$ cat src/rtl/beam_power_seq_if.sv
// beam_power_seq_if
//   Groups the RE stream control, the per-symbol configuration and the RBG
//   sideband outputs of beam_power_seq.
//   master modport: the stream source/observer (drives i_*, reads o_*).
//   slave  modport: the sequencer itself (reads i_*, drives o_*).
//   Optional statistics signals exist only when BEAM_SEQ_STAT_EN is defined.
interface beam_power_seq_if #(
  parameter int PRB_W = 9
);
  logic [1:0]       i_rbg_size;
  logic [PRB_W-1:0] i_prb_num;
  logic [3:0]       i_meas_symb;
  logic [3:0]       i_symb_idx;
  logic             i_data_vld;
  logic             i_data_sop;
  logic             i_data_eop;
  logic             o_data_vld;
  logic             o_data_sop;
  logic             o_data_eop;
  logic             o_symb_clr;
  logic             o_symb_1st;
  logic [7:0]       o_re_num;
  logic [7:0]       o_rbg_num;
  logic             o_rbg_load;
  logic             o_len_err;
`ifdef BEAM_SEQ_STAT_EN
  logic [7:0]       o_rbg_cnt;
  logic [15:0]      o_symb_cnt;
`endif

  modport master (
    output i_rbg_size, i_prb_num, i_meas_symb, i_symb_idx,
    output i_data_vld, i_data_sop, i_data_eop,
    input  o_data_vld, o_data_sop, o_data_eop, o_symb_clr, o_symb_1st,
    input  o_re_num, o_rbg_num, o_rbg_load, o_len_err
`ifdef BEAM_SEQ_STAT_EN
    , input o_rbg_cnt, o_symb_cnt
`endif
  );

  modport slave (
    input  i_rbg_size, i_prb_num, i_meas_symb, i_symb_idx,
    input  i_data_vld, i_data_sop, i_data_eop,
    output o_data_vld, o_data_sop, o_data_eop, o_symb_clr, o_symb_1st,
    output o_re_num, o_rbg_num, o_rbg_load, o_len_err
`ifdef BEAM_SEQ_STAT_EN
    , output o_rbg_cnt, o_symb_cnt
`endif
  );
endinterface

$ cat src/rtl/beam_power_seq.sv
// beam_power_seq
//   Sequencer in front of the beam power calculator. Follows the per-symbol
//   RE stream (vld/sop/eop) and produces the RBG sideband one cycle later:
//   RE index inside the RBG, RBG index, RBG load strobe, symbol clear,
//   measured-symbol flag and a sticky length/sequence error.
// Ports
//   i_clk   : data clock
//   i_reset : asynchronous reset, active-high
//   bus     : beam_power_seq_if.slave (config + stream in, sideband out)
// Optional feature
//   BEAM_SEQ_STAT_EN : adds o_rbg_cnt (RBGs in last symbol) and o_symb_cnt
//                      (accepted sops, wrapping) to the interface.
module beam_power_seq #(
  parameter int RE_PER_RB = 12,
  parameter int PRB_W     = 9
) (
  input  logic            i_clk,
  input  logic            i_reset,
  beam_power_seq_if.slave bus
);
  localparam int LEN_W = PRB_W + 4;  // holds PRB count * 12
  localparam logic [LEN_W:0] TOT_MAX = {(LEN_W + 1){1'b1}};

  typedef enum logic {ST_IDLE = 1'b0, ST_RUN = 1'b1} state_t;

  // REs per RBG for the encoded RBG size (10 and 11 both mean 16 RBs).
  function automatic logic [7:0] rbg_len_f(input logic [1:0] size);
    case (size)
      2'b00:   rbg_len_f = 8'(4 * RE_PER_RB);
      2'b01:   rbg_len_f = 8'(8 * RE_PER_RB);
      default: rbg_len_f = 8'(16 * RE_PER_RB);
    endcase
  endfunction

  function automatic logic [7:0] sat_inc8_f(input logic [7:0] v);
    sat_inc8_f = (v == 8'hFF) ? 8'hFF : v + 8'd1;
  endfunction

  state_t           state_q, state_d;
  logic [1:0]       cfg_size_q, cfg_size_d;
  logic [LEN_W-1:0] prb_len_q, prb_len_d;
  logic [LEN_W:0]   tot_q, tot_d;
  logic [7:0]       re_num_q, re_num_d;
  logic [7:0]       rbg_num_q, rbg_num_d;
  logic             rbg_load_q, rbg_load_d;
  logic             symb_clr_q, symb_clr_d;
  logic             symb_1st_q, symb_1st_d;
  logic             len_err_q, len_err_d;
  logic             data_vld_q, data_vld_d;
  logic             data_sop_q, data_sop_d;
  logic             data_eop_q, data_eop_d;
  logic             eop_acc_q, eop_acc_d;
  logic [LEN_W-1:0] prb_len_s;
  logic [LEN_W:0]   tot_inc_s;
`ifdef BEAM_SEQ_STAT_EN
  logic [7:0]       rbg_cnt_q, rbg_cnt_d;
  logic [15:0]      symb_cnt_q, symb_cnt_d;
`endif

  assign prb_len_s = LEN_W'(bus.i_prb_num) * LEN_W'(RE_PER_RB);
  // RE total saturates so a runaway symbol cannot wrap back under the limit.
  assign tot_inc_s = (tot_q == TOT_MAX) ? tot_q : tot_q + (LEN_W + 1)'(1);

  // Next-state, counter and sideband computation.
  always_comb begin
    state_d    = state_q;
    cfg_size_d = cfg_size_q;
    prb_len_d  = prb_len_q;
    tot_d      = tot_q;
    re_num_d   = re_num_q;
    rbg_num_d  = rbg_num_q;
    rbg_load_d = 1'b0;
    symb_clr_d = 1'b0;
    // The measured-symbol flag drops the cycle after the eop is presented.
    symb_1st_d = data_eop_q ? 1'b0 : symb_1st_q;
    len_err_d  = len_err_q;
    data_vld_d = bus.i_data_vld;
    data_sop_d = bus.i_data_vld & bus.i_data_sop;
    data_eop_d = bus.i_data_vld & bus.i_data_eop;
    eop_acc_d  = 1'b0;

    if (bus.i_data_vld && bus.i_data_sop) begin
      // Accepted sop (also restarts a symbol whose eop never came).
      state_d    = bus.i_data_eop ? ST_IDLE : ST_RUN;
      cfg_size_d = bus.i_rbg_size;
      prb_len_d  = prb_len_s;
      tot_d      = (LEN_W + 1)'(1);
      re_num_d   = 8'd0;
      rbg_num_d  = 8'd0;
      rbg_load_d = 1'b1;
      symb_clr_d = (bus.i_symb_idx == 4'd0);
      symb_1st_d = (bus.i_symb_idx == bus.i_meas_symb);
      eop_acc_d  = bus.i_data_eop;
      len_err_d  = (state_q == ST_RUN)
                 | (prb_len_s == {LEN_W{1'b0}})
                 | (bus.i_data_eop & (prb_len_s != LEN_W'(1)));
    end else if (bus.i_data_vld && (state_q == ST_RUN)) begin
      tot_d = tot_inc_s;
      if (re_num_q == rbg_len_f(cfg_size_q) - 8'd1) begin
        re_num_d   = 8'd0;
        rbg_num_d  = sat_inc8_f(rbg_num_q);
        rbg_load_d = 1'b1;
      end else begin
        re_num_d   = re_num_q + 8'd1;
      end
      if (tot_inc_s > {1'b0, prb_len_q}) begin
        len_err_d = 1'b1;
      end else begin
        len_err_d = len_err_q;
      end
      if (bus.i_data_eop) begin
        state_d   = ST_IDLE;
        eop_acc_d = 1'b1;
        if (tot_inc_s < {1'b0, prb_len_q}) begin
          len_err_d = 1'b1;
        end else begin
          len_err_d = len_err_d;
        end
      end else begin
        state_d = ST_RUN;
      end
    end else if (bus.i_data_vld) begin
      // Valid RE outside a symbol is dropped and flagged.
      len_err_d = 1'b1;
    end else begin
      state_d = state_q;
    end
  end

`ifdef BEAM_SEQ_STAT_EN
  // Statistics: RBG count latched after an accepted eop, sop counter wraps.
  always_comb begin
    rbg_cnt_d  = eop_acc_q ? sat_inc8_f(rbg_num_q) : rbg_cnt_q;
    symb_cnt_d = (bus.i_data_vld && bus.i_data_sop) ? symb_cnt_q + 16'd1 : symb_cnt_q;
  end
`endif

  // State and output registers.
  always_ff @(posedge i_clk or posedge i_reset) begin
    if (i_reset) begin
      state_q    <= ST_IDLE;
      cfg_size_q <= 2'b00;
      prb_len_q  <= {LEN_W{1'b0}};
      tot_q      <= {(LEN_W + 1){1'b0}};
      re_num_q   <= 8'd0;
      rbg_num_q  <= 8'd0;
      rbg_load_q <= 1'b0;
      symb_clr_q <= 1'b0;
      symb_1st_q <= 1'b0;
      len_err_q  <= 1'b0;
      data_vld_q <= 1'b0;
      data_sop_q <= 1'b0;
      data_eop_q <= 1'b0;
      eop_acc_q  <= 1'b0;
`ifdef BEAM_SEQ_STAT_EN
      rbg_cnt_q  <= 8'd0;
      symb_cnt_q <= 16'd0;
`endif
    end else begin
      state_q    <= state_d;
      cfg_size_q <= cfg_size_d;
      prb_len_q  <= prb_len_d;
      tot_q      <= tot_d;
      re_num_q   <= re_num_d;
      rbg_num_q  <= rbg_num_d;
      rbg_load_q <= rbg_load_d;
      symb_clr_q <= symb_clr_d;
      symb_1st_q <= symb_1st_d;
      len_err_q  <= len_err_d;
      data_vld_q <= data_vld_d;
      data_sop_q <= data_sop_d;
      data_eop_q <= data_eop_d;
      eop_acc_q  <= eop_acc_d;
`ifdef BEAM_SEQ_STAT_EN
      rbg_cnt_q  <= rbg_cnt_d;
      symb_cnt_q <= symb_cnt_d;
`endif
    end
  end

  assign bus.o_data_vld = data_vld_q;
  assign bus.o_data_sop = data_sop_q;
  assign bus.o_data_eop = data_eop_q;
  assign bus.o_symb_clr = symb_clr_q;
  assign bus.o_symb_1st = symb_1st_q;
  assign bus.o_re_num   = re_num_q;
  assign bus.o_rbg_num  = rbg_num_q;
  assign bus.o_rbg_load = rbg_load_q;
  assign bus.o_len_err  = len_err_q;
`ifdef BEAM_SEQ_STAT_EN
  assign bus.o_rbg_cnt  = rbg_cnt_q;
  assign bus.o_symb_cnt = symb_cnt_q;
`endif
endmodule

$ cat src/flat_wrapper.sv
// flat-port wrapper written by rule: the top's interface ports become plain ports
module beam_power_seq_flat 
#(
  parameter int RE_PER_RB = 12,
  parameter int PRB_W     = 9
)
  (i_clk, i_reset, bus_i_rbg_size, bus_i_prb_num, bus_i_meas_symb, bus_i_symb_idx, bus_i_data_vld, bus_i_data_sop, bus_i_data_eop, bus_o_data_vld, bus_o_data_sop, bus_o_data_eop, bus_o_symb_clr, bus_o_symb_1st, bus_o_re_num, bus_o_rbg_num, bus_o_rbg_load, bus_o_len_err);
  beam_power_seq_if #(.PRB_W(PRB_W)) bus_i ();
  input  logic i_clk;
  input  logic i_reset;
  input wire logic [$bits(bus_i.i_rbg_size)-1:0] bus_i_rbg_size;
  input wire logic [$bits(bus_i.i_prb_num)-1:0] bus_i_prb_num;
  input wire logic [$bits(bus_i.i_meas_symb)-1:0] bus_i_meas_symb;
  input wire logic [$bits(bus_i.i_symb_idx)-1:0] bus_i_symb_idx;
  input wire logic [$bits(bus_i.i_data_vld)-1:0] bus_i_data_vld;
  input wire logic [$bits(bus_i.i_data_sop)-1:0] bus_i_data_sop;
  input wire logic [$bits(bus_i.i_data_eop)-1:0] bus_i_data_eop;
  output wire logic [$bits(bus_i.o_data_vld)-1:0] bus_o_data_vld;
  output wire logic [$bits(bus_i.o_data_sop)-1:0] bus_o_data_sop;
  output wire logic [$bits(bus_i.o_data_eop)-1:0] bus_o_data_eop;
  output wire logic [$bits(bus_i.o_symb_clr)-1:0] bus_o_symb_clr;
  output wire logic [$bits(bus_i.o_symb_1st)-1:0] bus_o_symb_1st;
  output wire logic [$bits(bus_i.o_re_num)-1:0] bus_o_re_num;
  output wire logic [$bits(bus_i.o_rbg_num)-1:0] bus_o_rbg_num;
  output wire logic [$bits(bus_i.o_rbg_load)-1:0] bus_o_rbg_load;
  output wire logic [$bits(bus_i.o_len_err)-1:0] bus_o_len_err;
  assign bus_i.i_rbg_size = bus_i_rbg_size;
  assign bus_i.i_prb_num = bus_i_prb_num;
  assign bus_i.i_meas_symb = bus_i_meas_symb;
  assign bus_i.i_symb_idx = bus_i_symb_idx;
  assign bus_i.i_data_vld = bus_i_data_vld;
  assign bus_i.i_data_sop = bus_i_data_sop;
  assign bus_i.i_data_eop = bus_i_data_eop;
  assign bus_o_data_vld = bus_i.o_data_vld;
  assign bus_o_data_sop = bus_i.o_data_sop;
  assign bus_o_data_eop = bus_i.o_data_eop;
  assign bus_o_symb_clr = bus_i.o_symb_clr;
  assign bus_o_symb_1st = bus_i.o_symb_1st;
  assign bus_o_re_num = bus_i.o_re_num;
  assign bus_o_rbg_num = bus_i.o_rbg_num;
  assign bus_o_rbg_load = bus_i.o_rbg_load;
  assign bus_o_len_err = bus_i.o_len_err;
  beam_power_seq #(.RE_PER_RB(RE_PER_RB), .PRB_W(PRB_W)) u_core (.i_clk(i_clk), .i_reset(i_reset), .bus(bus_i));
endmodule
$ cat config.mk
export PLATFORM = sky130hd
export DESIGN_NAME = beam_power_seq_flat
export DESIGN_NICKNAME = d
export VERILOG_FILES = /design/src/rtl/beam_power_seq_if.sv /design/src/rtl/beam_power_seq.sv /design/src/flat_wrapper.sv
export SDC_FILE = /design/constraint.sdc
export NUM_CORES = 1
export LEC_CHECK = 0
export ABC_AREA = 1
export BUFFER_PORTS_ARGS = -buffer_cell sky130_fd_sc_hd__buf_2
export CAP_MARGIN = 20
export CORE_UTILIZATION = 30
export DETAILED_ROUTE_END_ITERATION = 7
export SKIP_LAST_GASP = 1
export SYNTH_ARGS = -nofsm -noshare
export SYNTH_HDL_FRONTEND = slang
export SYNTH_SLANG_ARGS = --single-unit
$ cat constraint.sdc
create_clock -name i_clk -period 7.05 [get_ports i_clk]
set_clock_uncertainty 0.1 [all_clocks]
set_input_delay 0.705 -clock i_clk [delete_from_list [all_inputs] [get_ports i_clk]]
set_output_delay 0.705 -clock i_clk [all_outputs]
set_load 0.02 [all_outputs]
**Word-level counts from Yosys, hierarchy flattened**

Cells that the tools add are included.

- Flip-flop bits (word level): 51
- Bits of input ports: 24
- Output and inout bits: 23

- $add $sub $neg: 4
- Multiply operators: 1
- Order comparisons: 2
- Equality and inequality tests: 5
- Muxes and demuxes: 28
- Bitwise logic cells: 4
- Reductions and logical operators: 10

Operators by type and width:

| cell | number |
|---|---|
| $mux W8 | 9 |
| $mux W14 | 3 |
| $add A8 B1 Y8 const B | 2 |
| $pmux W8 S2 | 1 |
| $mux W1 | 15 |
| $add A14 B1 Y14 const B | 1 |
| $eq A14 B14 Y1 const B | 1 |
| $gt A14 B13 Y1 | 1 |
| $lt A14 B13 Y1 | 1 |
| $logic_not A13 Y1 | 1 |
| $mul A9 B2 Y11 const B | 1 |
| $eq A8 B8 Y1 | 1 |
| $eq A8 B8 Y1 const B | 1 |
| $sub A8 B1 Y8 const B | 1 |
| $reduce_bool A2 Y1 | 3 |
| $eq A4 B4 Y1 | 1 |
| $logic_not A4 Y1 | 1 |
| $reduce_bool A3 Y1 | 1 |
| $and A1 B1 Y1 | 2 |
| $eq A2 B1 Y1 const B | 1 |
| $logic_and A1 B1 Y1 | 2 |
| $logic_not A2 Y1 | 1 |
| $or A1 B1 Y1 | 2 |
| $reduce_and A2 Y1 | 1 |

**Logic depth before layout (Yosys ltp)**

- Depth in word-level cells: 9
- Depth in mapped cells: 21
- Gate-level depth less buffers: 21

**Worst setup path before layout**

OpenSTA, ideal clock, no wires.

- Path type: flip-flop to flip-flop
- Start point: register u_core.tot_q[0]
- End point: register u_core.len_err_q, in the netlist u_core.bus.o_len_err
- Data arrival time: 2.572 ns
- Required time: 6.830 ns
- Setup slack: 4.258 ns
- Cell stages (with the launch flop): 22
- Path through: dfrtp_1 > ha_1 > inv_1 > nor2_2 > nand4_4 > nand2_1 > nor2_1 > nand2_2 > nor2_1 > xor2_1 > inv_1 > ha_1 > nand2_1 > inv_1 > o21ai_0 > nand2_1 > a21oi_1 > o211ai_1 > nand2_1 > nand3_1 > nand2_1 > a21oi_1

- Longest elaborated chain between the ends: 8
- Elaborated cells on any way between the ends: 10
- Those cells by class: add/sub (1); order compare (2); eq/ne (1); mux (6)

RTL lines:

| element | RTL line | RTL |
|---|---|---|
| from (decl) | beam_power_seq.sv:42 | `logic [LEN_W:0] tot_q, tot_d;` |
| from (signal assigned) | beam_power_seq.sv:144 | `tot_q <= {(LEN_W + 1){1'b0}};` |
| from (signal assigned) | beam_power_seq.sv:163 | `tot_q <= tot_d;` |
| $add A14 B1 Y14 or $eq A14 B14 Y1 (tied branches) | beam_power_seq.sv:62 | `assign tot_inc_s = (tot_q == TOT_MAX) ? tot_q : tot_q + (LEN_W + 1)'(1);` |
| $mux W14 (*) | beam_power_seq.sv:62 |  |
| $gt A14 B13 Y1 | beam_power_seq.sv:106 | `if (tot_inc_s > {1'b0, prb_len_q}) begin` |
| $mux W1 | beam_power_seq.sv:106 |  |
| $mux W1 | beam_power_seq.sv:114 | `if (tot_inc_s < {1'b0, prb_len_q}) begin` |
| $mux W1 (*) | beam_power_seq.sv:111 | `if (bus.i_data_eop) begin` |
| $mux W1 (*) | beam_power_seq.sv:97 | `end else if (bus.i_data_vld && (state_q == ST_RUN)) begin` |
| $mux W1 (*) | beam_power_seq.sv:82 | `if (bus.i_data_vld && bus.i_data_sop) begin` |
| to (signal assigned) | beam_power_seq.sv:169 | `len_err_q <= len_err_d;` |
| to (decl) | beam_power_seq.sv:48 | `logic len_err_q, len_err_d;` |

Mark *: on every way between the ends. The rest lies on a longest branch, timed or not.
A chain may end at the register's enable or synchronous reset.

**Final worst setup path**

- Start point: input bus_i_data_vld
- End point: register u_core.re_num_q[6], in the netlist u_core.bus.o_re_num[6]

- Longest elaborated chain between the ends: 2
- Elaborated cells on any way between the ends: 4
- Those cells by class: mux (1); reduce/logical (3)

RTL lines:

| element | RTL line | RTL |
|---|---|---|
| from (decl) | flat_wrapper.sv:15 | `input wire logic [$bits(bus_i.i_data_vld)-1:0] bus_i_data_vld;` |
| $logic_and A1 B1 Y1 (on tied branches) | beam_power_seq.sv:82, beam_power_seq.sv:97 |  |
| $mux W8 or $reduce_bool A2 Y1 (tied branches) | n/a |  |
| to (signal assigned) | beam_power_seq.sv:164 | `re_num_q <= re_num_d;` |
| to (decl) | beam_power_seq.sv:43 | `logic [7:0] re_num_q, re_num_d;` |

Parallel ways exist; a longest one is shown, timed or not.

==> qor.txt <==
result of the run: finished clean
total DRC errors in the routed layout: 0
total of endpoints with negative setup slack in the final report: 0
router iterations before antenna repair: 4
Critical Path Fanout Max: 21
wire length of the first global-routing pass: 13200 um
Post-DP HPWL: 6050 um
setup repair after global routing missed its margin: no
pin count of the biggest net entering global routing: 52
post-layout minimum cycle time: 3400 ps
Root Driver: clkbuf_16
total of cells resized after clock tree synthesis: 0
synthesized area divided by synthesized cell count: 7.33 um^2
global routing usage on met2: 22.5%
global routing met3 resource utilization: 2.23%
required time worst endpoint: 7100 ps
switching power share of the total: 28.8%
IO Count: 47
worst reg-to-reg setup slack: 3860 ps
Critical Path End Type: register
share of flip-flops with an asynchronous set or reset: 100%
width of the die: 108 um
number of placement rows: 38
post-route design area: 3940 um^2
CTS tree: built
part of the total power dissipated in combinational logic: 19.7%
power spent charging and discharging nets: 204 uW
sequential group share of total power: 46.5%
post-route non-filler standard cell count: 652
Die H: 108 um
setup fix buffers added after clock tree synthesis: 0
worst max-slew margin expressed relative to the limit: 51.3%
area occupied by multi-input gates: 1780 um^2
combined area of all synthesized cells: 3400 um^2
via count of the first global-routing pass: 2908
worst hold margin: 229 ps
Total Power Consumption: 707 uW
flip-flop and latch area: 1280 um^2
layout cell share with drive strength beyond 1: 12.3%
initial core utilization: 31.1%
Slew Viols, Final: 0
number of flops mapped to enable cells by yosys: 0
number of standard cells after synthesis: 464
max cap viols: 0
Period Utilization, post-route: 48.3%
YS warnings: 0
antenna diode count: 0
worst setup slack after placement: 3330 ps
number of buffers created by CTS: 5
peak-usage layer in the global routing report: met2
number of cells after detailed placement: 644
synth unique cells: 34
internal cell power: 503 uW
fmax: 294 MHz
antenna viol nets, final: 0
clock network fraction of design power: 33.9%
number of antenna violations at the first check in global routing: 0
detailed-route wire length per cell: 11.7 um
# clock sinks: 51
transition at the pin with the smallest max-transition slack: 729 ps
number of hold-repair buffers added at the cts stage: 0
global routing met1 resource utilization: 19.6%
Final Hold Viols: 0
overall routed net length: 7620 um
count of input and output buffers: 46
final core utilization: 36.0%
GRT Total Usage: 13.9%
Skew-Pair Late Insertion Delay: 280 ps
worst hold path class: in2async
worst-case clock buffer depth: 2
total grt overflow: 0
sequential share of the synthesized area: 37.5%
P&R area growth vs syn: 15.9%
setup ws final: 3650 ps
Floorplan Core Area: 10900 um^2
via count: 2991
post-detailed-route via-to-cell ratio: 4.59
DRT iter0 DRCs: 115
clock slew at the register clock pins of the worst setup and hold paths: 70 ps
ys flop type: dfrtp_1
total leakage power: 2.11 nW
area of the die: 11800 um^2
final-stage net count: 562
H-tree depth reported by CTS: 2
Synth Net Count: 514
critical path class: in2reg
largest vdd supply drop: 0.101 mV
signal arrival time at the worst endpoint: 3450 ps
type of origin of the critical path: primary input
area of placed instances: 3780 um^2
count of filler cells inserted in the layout: 1180
total negative setup slack: 0 ps
flop and latch count out of synthesis: 51
final RePlAce weighted congestion: 0.824
Cell Pwr Density: 179 nW/um^2
==> cell type report <==
| type | count | area share, % |
|---|---|---|
| sequential | 51 | 32.4 |
| tap | 140 | 4.45 |
| clock buffer | 6 | 3.52 |
| clock inverter | 1 | 0.127 |
| multi-input combinational | 322 | 45.1 |
| inverter | 85 | 8.10 |
| timing repair buffer | 47 | 6.35 |
==> critical path: stages <==
cell and delay, ps:
buf_2 130, nand2_1 500, clkinv_1 610, nor2_1 740, inv_1 380, nand3_1 170
xor2_1 150, nor2_1 60
==> per-layer routing <==
metal / wire length (um) / part of all wire [%]
met5: 0 / 0
met4: 33 / 0.43
met3: 235 / 3.1
met2: 3440 / 45
met1: 3920 / 51
==> path summary, 6_finish.rpt <==
kind | from | cells after the start | to
min in group i_clk | u_core.bus.o_data_eop | 1 | u_core.bus.o_symb_1st
min | i_reset | 2 | u_core.bus.o_rbg_num[1]
max reg2reg | u_core.tot_q[0] | 21 | u_core.bus.o_len_err
max | bus_i_data_vld | 8 | u_core.bus.o_re_num[6]
max in group asynchronous | i_reset | 3 | u_core.tot_q[5]
min reg2reg | u_core.bus.o_data_eop | 1 | u_core.bus.o_symb_1st
==> cell usage after synthesis (2+ instances only) <==
cell	count	area share (%)
o21bai_1	2	0.44
dfrtp_1	51	38
nand3_1	31	4.6
buf_2	3	0.44
xnor2_1	6	1.5
a22o_1	2	0.52
o211ai_1	2	0.44
nor2_1	42	4.6
o22ai_1	10	1.8
nand4_1	5	0.92
xor2_1	12	3.1
o31ai_1	2	0.44
inv_1	84	9.3
nor3_1	7	1.0
nand3b_1	2	0.44
a21oi_1	16	2.4
nand2_1	115	13
ha_1	25	9.2
nor2_2	4	0.74
o21ai_0	28	4.1
a21o_1	2	0.44
==> sequential cells by signal, indices dropped and copies added, names as in the netlist, 2 cells and up <==
name / cells
u_core.tot_q: 14
u_core.prb_len_q: 11
u_core.bus.o_rbg_num: 8
u_core.bus.o_re_num: 8
u_core.cfg_size_q: 2
==> cells in the final DEF, fill, tap and decap left out, types with 2 or more instances in the layout <==
cell type and count:
clkbuf_16 5, o211ai_1 2, o21bai_1 2, dfrtp_1 51, nand3b_1 2, xnor2_1 6, o22ai_1 10, buf_2 46
a21o_1 2, a22o_1 2, a21oi_1 16, o21ai_0 28, nand3_1 31, o31ai_1 2, nor3_1 7, nor2_2 4
nand2_1 115, xor2_1 12, inv_1 83, nor2_1 42, nand4_1 5, ha_1 25
==> power by group through the flow <==
stage	Combinational, mW	Sequential (mW)	Clock, mW
CTS	0.140	0.328	0.247
global placement	0.135	0.333	0
global route	0.163	0.331	0.257
floorplan	0.0937	0.338	0
finish	0.139	0.328	0.239
detailed placement	0.139	0.334	0
==> logic make-up (layout without fill, tap and decap cells) <==
kind of cell | after synthesis | after routing | synth area share [%]
buffers and inverters | 91 | 139 | 10.3
DFF | 51 | 51 | 37.5
AOI/OAI and AO/OA | 69 | 69 | 11.8
and+or+nand+nor | 209 | 209 | 26.0
adders and majority gates | 26 | 26 | 9.79
xor gates and xnor gates | 18 | 18 | 4.64
No activity file was read; power rests on OpenSTA's default activity.
